==> src/rtl/if_id_stage_pkg.sv <==
// if_id_stage_pkg: shared fetch/decode definitions for the RV32 pipeline.
package if_id_stage_pkg;
  localparam int XLEN = 32;
  localparam logic [XLEN-1:0] DEF_NOP_INSTR = 32'h0000_0013;
  typedef struct packed {
    logic [XLEN-1:0] instr;
    logic [XLEN-1:0] pc;
    logic [XLEN-1:0] pcplus4;
  } fetch_pkt_t;
endpackage

==> src/rtl/if_id_stage_skid_fifo.sv <==
// if_id_stage_skid_fifo: small synchronous FIFO with clear; push+pop same cycle allowed.
module if_id_stage_skid_fifo #(
  parameter int WIDTH = 96,
  parameter int DEPTH = 2,
  parameter int CW = $clog2(DEPTH + 1)
) (
  input  logic             clk,
  input  logic             clr,
  input  logic             push,
  input  logic             pop,
  input  logic [WIDTH-1:0] din,
  output logic [WIDTH-1:0] head,
  output logic [CW-1:0]    count
);
  localparam int PW = DEPTH > 1 ? $clog2(DEPTH) : 1;
  logic [WIDTH-1:0] r_mem [DEPTH];
  logic [PW-1:0] r_wr, r_rd;
  logic [CW-1:0] r_count;
  logic w_push, w_pop;
  assign w_pop = pop & (r_count != '0);
  assign w_push = push & (r_count != CW'(DEPTH));
  assign head = r_mem[r_rd];
  assign count = r_count;
  always_ff @(posedge clk)
    if (w_push) r_mem[r_wr] <= din;
  always_ff @(posedge clk) begin
    if (clr) begin
      r_wr <= '0;
      r_rd <= '0;
      r_count <= '0;
    end else begin
      if (w_push) r_wr <= r_wr == PW'(DEPTH - 1) ? '0 : r_wr + 1'b1;
      if (w_pop) r_rd <= r_rd == PW'(DEPTH - 1) ? '0 : r_rd + 1'b1;
      r_count <= r_count + CW'(w_push) - CW'(w_pop);
    end
  end
endmodule

==> src/rtl/if_id_stage.sv <==
// if_id_stage: IF/ID pipeline register with skid FIFO, bubble insertion and perf counters.
module if_id_stage
  import if_id_stage_pkg::*;
#(
  parameter int SKID_DEPTH = 2,
  parameter int CNT_W = 16,
  parameter logic [31:0] NOP_INSTR = DEF_NOP_INSTR
) (
  input  logic                              clk,
  input  logic                              reset,
  input  logic [31:0]                       InstrF,
  input  logic [31:0]                       PCF,
  input  logic [31:0]                       PCPlus4F,
  input  logic                              FetchValid,
  output logic                              FetchReady,
  input  logic                              StallD,
  input  logic                              FlushD,
  output logic [31:0]                       InstrD,
  output logic [31:0]                       PCD,
  output logic [31:0]                       PCPlus4D,
  output logic                              ValidD,
  output logic [$clog2(SKID_DEPTH+1)-1:0]   SkidCount,
  output logic [CNT_W-1:0]                  StallCnt,
  output logic [CNT_W-1:0]                  BubbleCnt
);
  localparam int SW = $clog2(SKID_DEPTH + 1);
  fetch_pkt_t w_fetch, w_head, w_next;
  logic w_acc, w_skid_ne, w_load, w_bubble, w_stall_inc;
  assign w_fetch = '{instr: InstrF, pc: PCF, pcplus4: PCPlus4F};
  assign FetchReady = ~reset & (SkidCount < SW'(SKID_DEPTH));
  assign w_acc = FetchValid & FetchReady;
  assign w_skid_ne = SkidCount != '0;
  assign w_load = FlushD | ~StallD;
  assign w_bubble = FlushD | (~w_skid_ne & ~w_acc);
  assign w_next = w_skid_ne ? w_head : w_fetch;
  assign w_stall_inc = ~FlushD & StallD & ValidD;
  // Fetch enters the skid only when it cannot go straight to decode.
  if_id_stage_skid_fifo #(.WIDTH($bits(fetch_pkt_t)), .DEPTH(SKID_DEPTH)) u_skid (
    .clk  (clk),
    .clr  (reset | FlushD),
    .push (w_acc & ~FlushD & (StallD | w_skid_ne)),
    .pop  (~FlushD & ~StallD),
    .din  (w_fetch),
    .head (w_head),
    .count(SkidCount)
  );
  always_ff @(posedge clk) begin
    if (reset) begin
      InstrD <= NOP_INSTR;
      PCD <= '0;
      PCPlus4D <= '0;
      ValidD <= 1'b0;
      StallCnt <= '0;
      BubbleCnt <= '0;
    end else begin
      if (w_load) {InstrD, PCD, PCPlus4D, ValidD} <= w_bubble ? {NOP_INSTR, 64'b0, 1'b0} : {w_next, 1'b1};
      StallCnt <= StallCnt + CNT_W'(w_stall_inc & ~&StallCnt);
      BubbleCnt <= BubbleCnt + CNT_W'(w_load & w_bubble & ~&BubbleCnt);
    end
  end
endmodule

==> config.mk <==
export PLATFORM = sky130hd
export DESIGN_NAME = if_id_stage
export DESIGN_NICKNAME = d
export VERILOG_FILES = /design/src/rtl/if_id_stage_pkg.sv /design/src/rtl/if_id_stage_skid_fifo.sv /design/src/rtl/if_id_stage.sv
export SDC_FILE = /design/constraint.sdc
export NUM_CORES = 1
export LEC_CHECK = 0
export ABC_AREA = 1
export CAP_MARGIN = 20
export CORE_ASPECT_RATIO = 1.2
export CORE_MARGIN = 2
export CORE_UTILIZATION = 48
export CTS_BUF_LIST = sky130_fd_sc_hd__clkbuf_16
export CTS_CLUSTER_DIAMETER = 120
export CTS_CLUSTER_SIZE = 14
export DETAILED_ROUTE_END_ITERATION = 16
export MAX_ROUTING_LAYER = met4
export PLACE_DENSITY = 0.76
export SLEW_MARGIN = 20
export SYNTH_ARGS = -nofsm -noshare
export SYNTH_HDL_FRONTEND = slang
export SYNTH_SLANG_ARGS = --single-unit
==> constraint.sdc <==
create_clock -name clk -period 9.4 [get_ports clk]
set_input_delay 1.88 -clock clk [delete_from_list [all_inputs] [get_ports clk]]
set_output_delay 1.88 -clock clk [all_outputs]
set_load 0.02 [all_outputs]
# After elaboration in Yosys (flattened, before gate mapping)
# Memory sizes are Yosys's and may differ from the RTL's. A register that Yosys moved wholly into a read port is not among the register bits.
# Cells that the tools add are included.
# totals
regBits	133
ramBits	192
inputBits	101
out_inout_bits	132
word_cells	53
mem_count	1
# op_classes
n_addsub	6
magnitude_cmp	1
eq_ne	1
muxes	8
n_bitwise	22
n_reduce_logical	5
# memory_table
memory	words	width	read_ports	rd_clocked_by_memory_dff	write_ports	line_no	rtl
u_skid.r_mem	2	96	1	1	1	if_id_stage_skid_fifo.sv:16	logic [WIDTH-1:0] r_mem [DEPTH];
# ops
operator	n
$mux 97	1
$mux 96	1
$add 16x1->16	2
$reduce_and 16->1	2
$and 1x1->1	13
$mux 1	6
$not 1->1	5
$or 1x1->1	4
$add 1x1->1 const B	2
$add 2x1->2	1
$logic_not 1->1	2
$lt 2x2->1 const B	1
$ne 2x2->1 const B	1
$reduce_bool 2->1	1
$sub 2x1->2	1

# Depth between registers and ports, before layout
# logic_depth
ltp_word	9
ltp_mapped	16
ltp_nobuf	13

# Modules after synthesis
# From an unflattened synthesis, not the netlist that was laid out.
# hier_totals
cells_unflattened	1323
hier_area_um2	13696.9
# by_module_without_submodules
module	instances	cells_each	area_per_inst_um2	seq_area_each_um2
if_id_stage_skid_fifo	1	334	7359.6	5865.6
if_id_stage	1	989	6337.3	2582.5

# Least setup slack after synthesis
# Ideal clock, no wire load.
# synth_timing
kind	input port to flip-flop
startpoint	input reset
endpoint	memory u_skid.r_mem[0][0], enable pin
setup_time_ns	0.693
t_arrival_ns	9.526
required_ns	8.707
setup_slack_ns	-0.819
path_stages	3
path_buffers	0
path_cell_list	nor2_1 > nand3_1 > a211oi_1
# synth_between
elab_chain_len	8
# synth_rtl
item	line_no	rtl
start: declaration	if_id_stage.sv:10	input logic reset,
$not 1->1	if_id_stage.sv:30	assign FetchReady = ~reset & (SkidCount < SW'(SKID_DEPTH));
$and 1x1->1	if_id_stage.sv:30	
$and 1x1->1	if_id_stage.sv:31	assign w_acc = FetchValid & FetchReady;
$and 1x1->1 (2 in series)	if_id_stage.sv:41	.push (w_acc & ~FlushD & (StallD | w_skid_ne)),
$and 1x1->1	if_id_stage_skid_fifo.sv:21	assign w_push = push & (r_count != CW'(DEPTH));
$mux 1	if_id_stage_skid_fifo.sv:25	if (w_push) r_mem[r_wr] <= din;
$mux 1 (not written as such)	if_id_stage_skid_fifo.sv:25	
end: declaration	if_id_stage_skid_fifo.sv:16	
# Every way passes these cells.

# Final worst setup path
# layout_timing
startpoint	input reset
endpoint	output FetchReady
# layout_between
elab_chain_len	2
# layout_rtl
item	line_no	rtl
$not 1->1	if_id_stage.sv:30	
$and 1x1->1	if_id_stage.sv:30	
end: declaration	if_id_stage.sv:15	output logic FetchReady,
# Every way passes these cells.

==> impl_metrics.env <==
export IMPL_hold_viol_final=0
export IMPL_fin_crit_sh_pct=51.79
export IMPL_cts_setup_buffers=0
export IMPL_ir_drop_mv=0.1200
export IMPL_setup_violations_final=0
export IMPL_nets=1812
export IMPL_drv_slew=0
export IMPL_clockPowerShare_pct=36.9
export IMPL_vias_per_cell=5.085
export IMPL_grt_ovfl_total=0
export IMPL_cts_resized=0
export IMPL_p_leak_nw=6.463
export IMPL_clock_sinks=326
export IMPL_synth_avg_cell_area_um2=9.008
export IMPL_ff2ff_path_depth=7
export IMPL_pwr_share_comb_pct=6.8
export IMPL_grt_max_degree=100
export IMPL_numCtsBuffers=27
export IMPL_grt_usage_pct=22.76
export IMPL_cts_hold_buffers_added=0
export IMPL_fin_setup_tns_ns=0
export IMPL_yosys_warnings=0
export IMPL_yosys_top_cells_count="nand2_1 (729), edfxtp_1 (192), dfxtp_1 (134)"
export IMPL_num_vias=10720
export IMPL_ys_types=32
export IMPL_hpwl_mm=20.44
export IMPL_first_iter_violations=836
export IMPL_synth_area_um2=13660
export IMPL_wire_per_inst_um=15.96
export IMPL_antenna_found_initial=1
export IMPL_status="finished, final reports clean"
export IMPL_whs_path_depth=1
export IMPL_worst_slew_pin_slew_ns=1.149
export IMPL_fin_crit_ns=4.869
export IMPL_die_h_um=188.8
export IMPL_die_area_um2=29820
export IMPL_dp_cells=2054
export IMPL_hp_class="flop to flop"
export IMPL_r2r_end="u_skid.r_mem[0][66]$_DFFE_PP_"
export IMPL_critPathLaunchType="input port"
export IMPL_num_rows=67
export IMPL_postRouteAntennaNets=0
export IMPL_yosysTopAreaCell="edfxtp_1"
export IMPL_synth_top_flop_cell="edfxtp_1"
export IMPL_min_from="u_skid.r_rd$_SDFFE_PP0P_"
export IMPL_synth_area_top_cells="edfxtp_1 (42%), nand2_1 (20%), dfxtp_1 (20%)"
export IMPL_hold_ws_ns=0.4476
export IMPL_max_cap_violations=0
export IMPL_filler_cell_count=2412
export IMPL_switching_power_uw=605.1
export IMPL_gp_congestion=0.8763
export IMPL_postSynthCellCount=1516
export IMPL_startpoint="reset"
export IMPL_slew_headroom_pct=23.41
export IMPL_fin_area_um2=16930
export IMPL_fin_skew_ns=0.01549
export IMPL_internal_power_mw=2.123
export IMPL_seq_power_share_pct=56.3
export IMPL_htreeDepth=1
export IMPL_core_area_um2=28000
export IMPL_cts_root_buf="clkbuf_16"
export IMPL_cp_arrival_ns=2.99
export IMPL_first_pass_iters=5
export IMPL_synthToLayoutAreaGrowth_pct=23.99
export IMPL_drc=0
export IMPL_crit_fanout=43
export IMPL_critPathKind="input port to primary output"
export IMPL_power_density_nw_per_um2=161.1
export IMPL_async_flop_share_pct=0
export IMPL_start_util_pct=48.78
export IMPL_synth_most_common_cell="nand2_1"
export IMPL_synth_top_cell_area_share_pct=42.22
export IMPL_ys_seq_elements=326
export IMPL_grt_pass1_wl_mm=52.89
export IMPL_clk_latency_ns=0.54
export IMPL_synth_edf_count=192
export IMPL_port_buffers=232
export IMPL_synth_seq_area_share_pct=61.86
export IMPL_drive_above_1_share_pct=5.452
export IMPL_cts_buffer_depth=3
export IMPL_fmaxAchievable_ghz=0.2054
export IMPL_rsz0062_at_grt="no"
export IMPL_worstSetupEndpointType="primary output"
export IMPL_path_clk_slew_ns=0.06
export IMPL_r2r_start="u_skid.count[1]$_SDFF_PP0_"
export IMPL_ios=233
export IMPL_p_sw_share_pct=22.18
export IMPL_drt_wl_total_mm=33.63
export IMPL_cts_tree="yes"
export IMPL_chipWidth_um=158.0
export IMPL_place_area_um2=16150
export IMPL_rrSetupSlack_ns=6.20
export IMPL_grt_pass1_vias=10510
export IMPL_instances_no_fill=2107
export IMPL_syn_num_nets=1624
export IMPL_crit_required_ns=7.52
flip-flops by register name, summed over array words and instances (netlist names), named ones only:
register	count
BubbleCnt	16
InstrD	32
PCD	32
PCPlus4D	32
StallCnt	16
ValidD	1
u_skid.count	2
u_skid.r_mem	192
u_skid.r_rd	1
u_skid.r_wr	1
worst max-delay path: stages:
cell and delay (ns):
buf_4 0.41, nor2_1 0.12, clkdlybuf4s50_1 0.56
layout make-up:
| type | instances | area (um^2) | area share [%] |
|---|---|---|---|
| Sequential cell | 326 | 8452 | 49.91 |
| Multi-Input combinational cell | 1058 | 4631 | 27.35 |
| Timing Repair Buffer | 245 | 2421 | 14.30 |
| Clock buffer | 27 | 675.6 | 3.990 |
| Tap cell | 379 | 474.2 | 2.800 |
| Inverter | 46 | 180.2 | 1.064 |
| Clock inverter | 22 | 90.09 | 0.5320 |
| Antenna cell | 4 | 10.01 | 0.05911 |
power groups by stage:
stage	logic (mW)	registers, mW	clock network [mW]
6_report	0.186	1.54	1.01
5_1_grt	0.205	1.54	1.08
4_1_cts	0.186	1.54	1.03
3_5_place_dp	0.185	1.57	0
3_3_place_gp	0.182	1.57	0
2_1_floorplan	0.0845	1.58	0
how the worst max path moves through the flow:
stage | endpoint | slack [ns] | depth (start not counted)
floorplan | u_skid.r_mem[0][0]$_DFFE_PP_ | 2.53 | 3
global placement | u_skid.r_mem[1][40]$_DFFE_PP_ | 4.23 | 7
detailed placement | u_skid.r_mem[1][21]$_DFFE_PP_ | 4.18 | 7
CTS | FetchReady | 4.53 | 3
global route | FetchReady | 4.44 | 3
finish | FetchReady | 4.53 | 3
through the flow:
step,worst slack (ns),power (mW),util [%]
after CTS,4.526,2.747,60.43
after global routing,4.445,2.823,60.45
after floorplan,2.526,1.661,-
after global placement,4.234,1.748,57.70
final,4.531,2.728,60.48
after detailed placement,4.180,1.752,57.70
kinds of logic after synthesis:
family	after synthesis	synth area share, %
AOI/OAI and AO/OA	125	5.195
DFF	326	61.86
and+or+nand+nor	917	27.37
buffers and inverters	132	4.361
adders and majority gates	7	0.6413
xor gates and xnor gates	9	0.5772
cells in the final DEF (no fill, tap or decap), types with 2 or more instances in the layout:
cell,count
nand2_4,2
nor3_1,3
nor2_1,51
nand4_1,8
nand2_1,729
clkdlybuf4s50_1,231
o21bai_1,3
xor2_1,3
dfxtp_1,133
buf_4,13
xnor2_1,6
inv_2,2
o21a_1,2
clkinv_2,2
a21oi_2,18
nand3_2,18
o21ai_0,5
a21oi_1,95
inv_4,2
clkbuf_16,27
or2_2,4
inv_1,61
ha_1,7
edfxtp_1,192
diode_2,4
nand3_1,98
layer usage:
layer	wire length (um)	GRT usage (%)	vias up
met5	0	-	-
met4	453	4.435	0
met3	2208	3.519	41
met2	16260	38.03	348
met1	14710	29.63	5022
li1	-	-	5304
(Power assumes the default switching activity.)
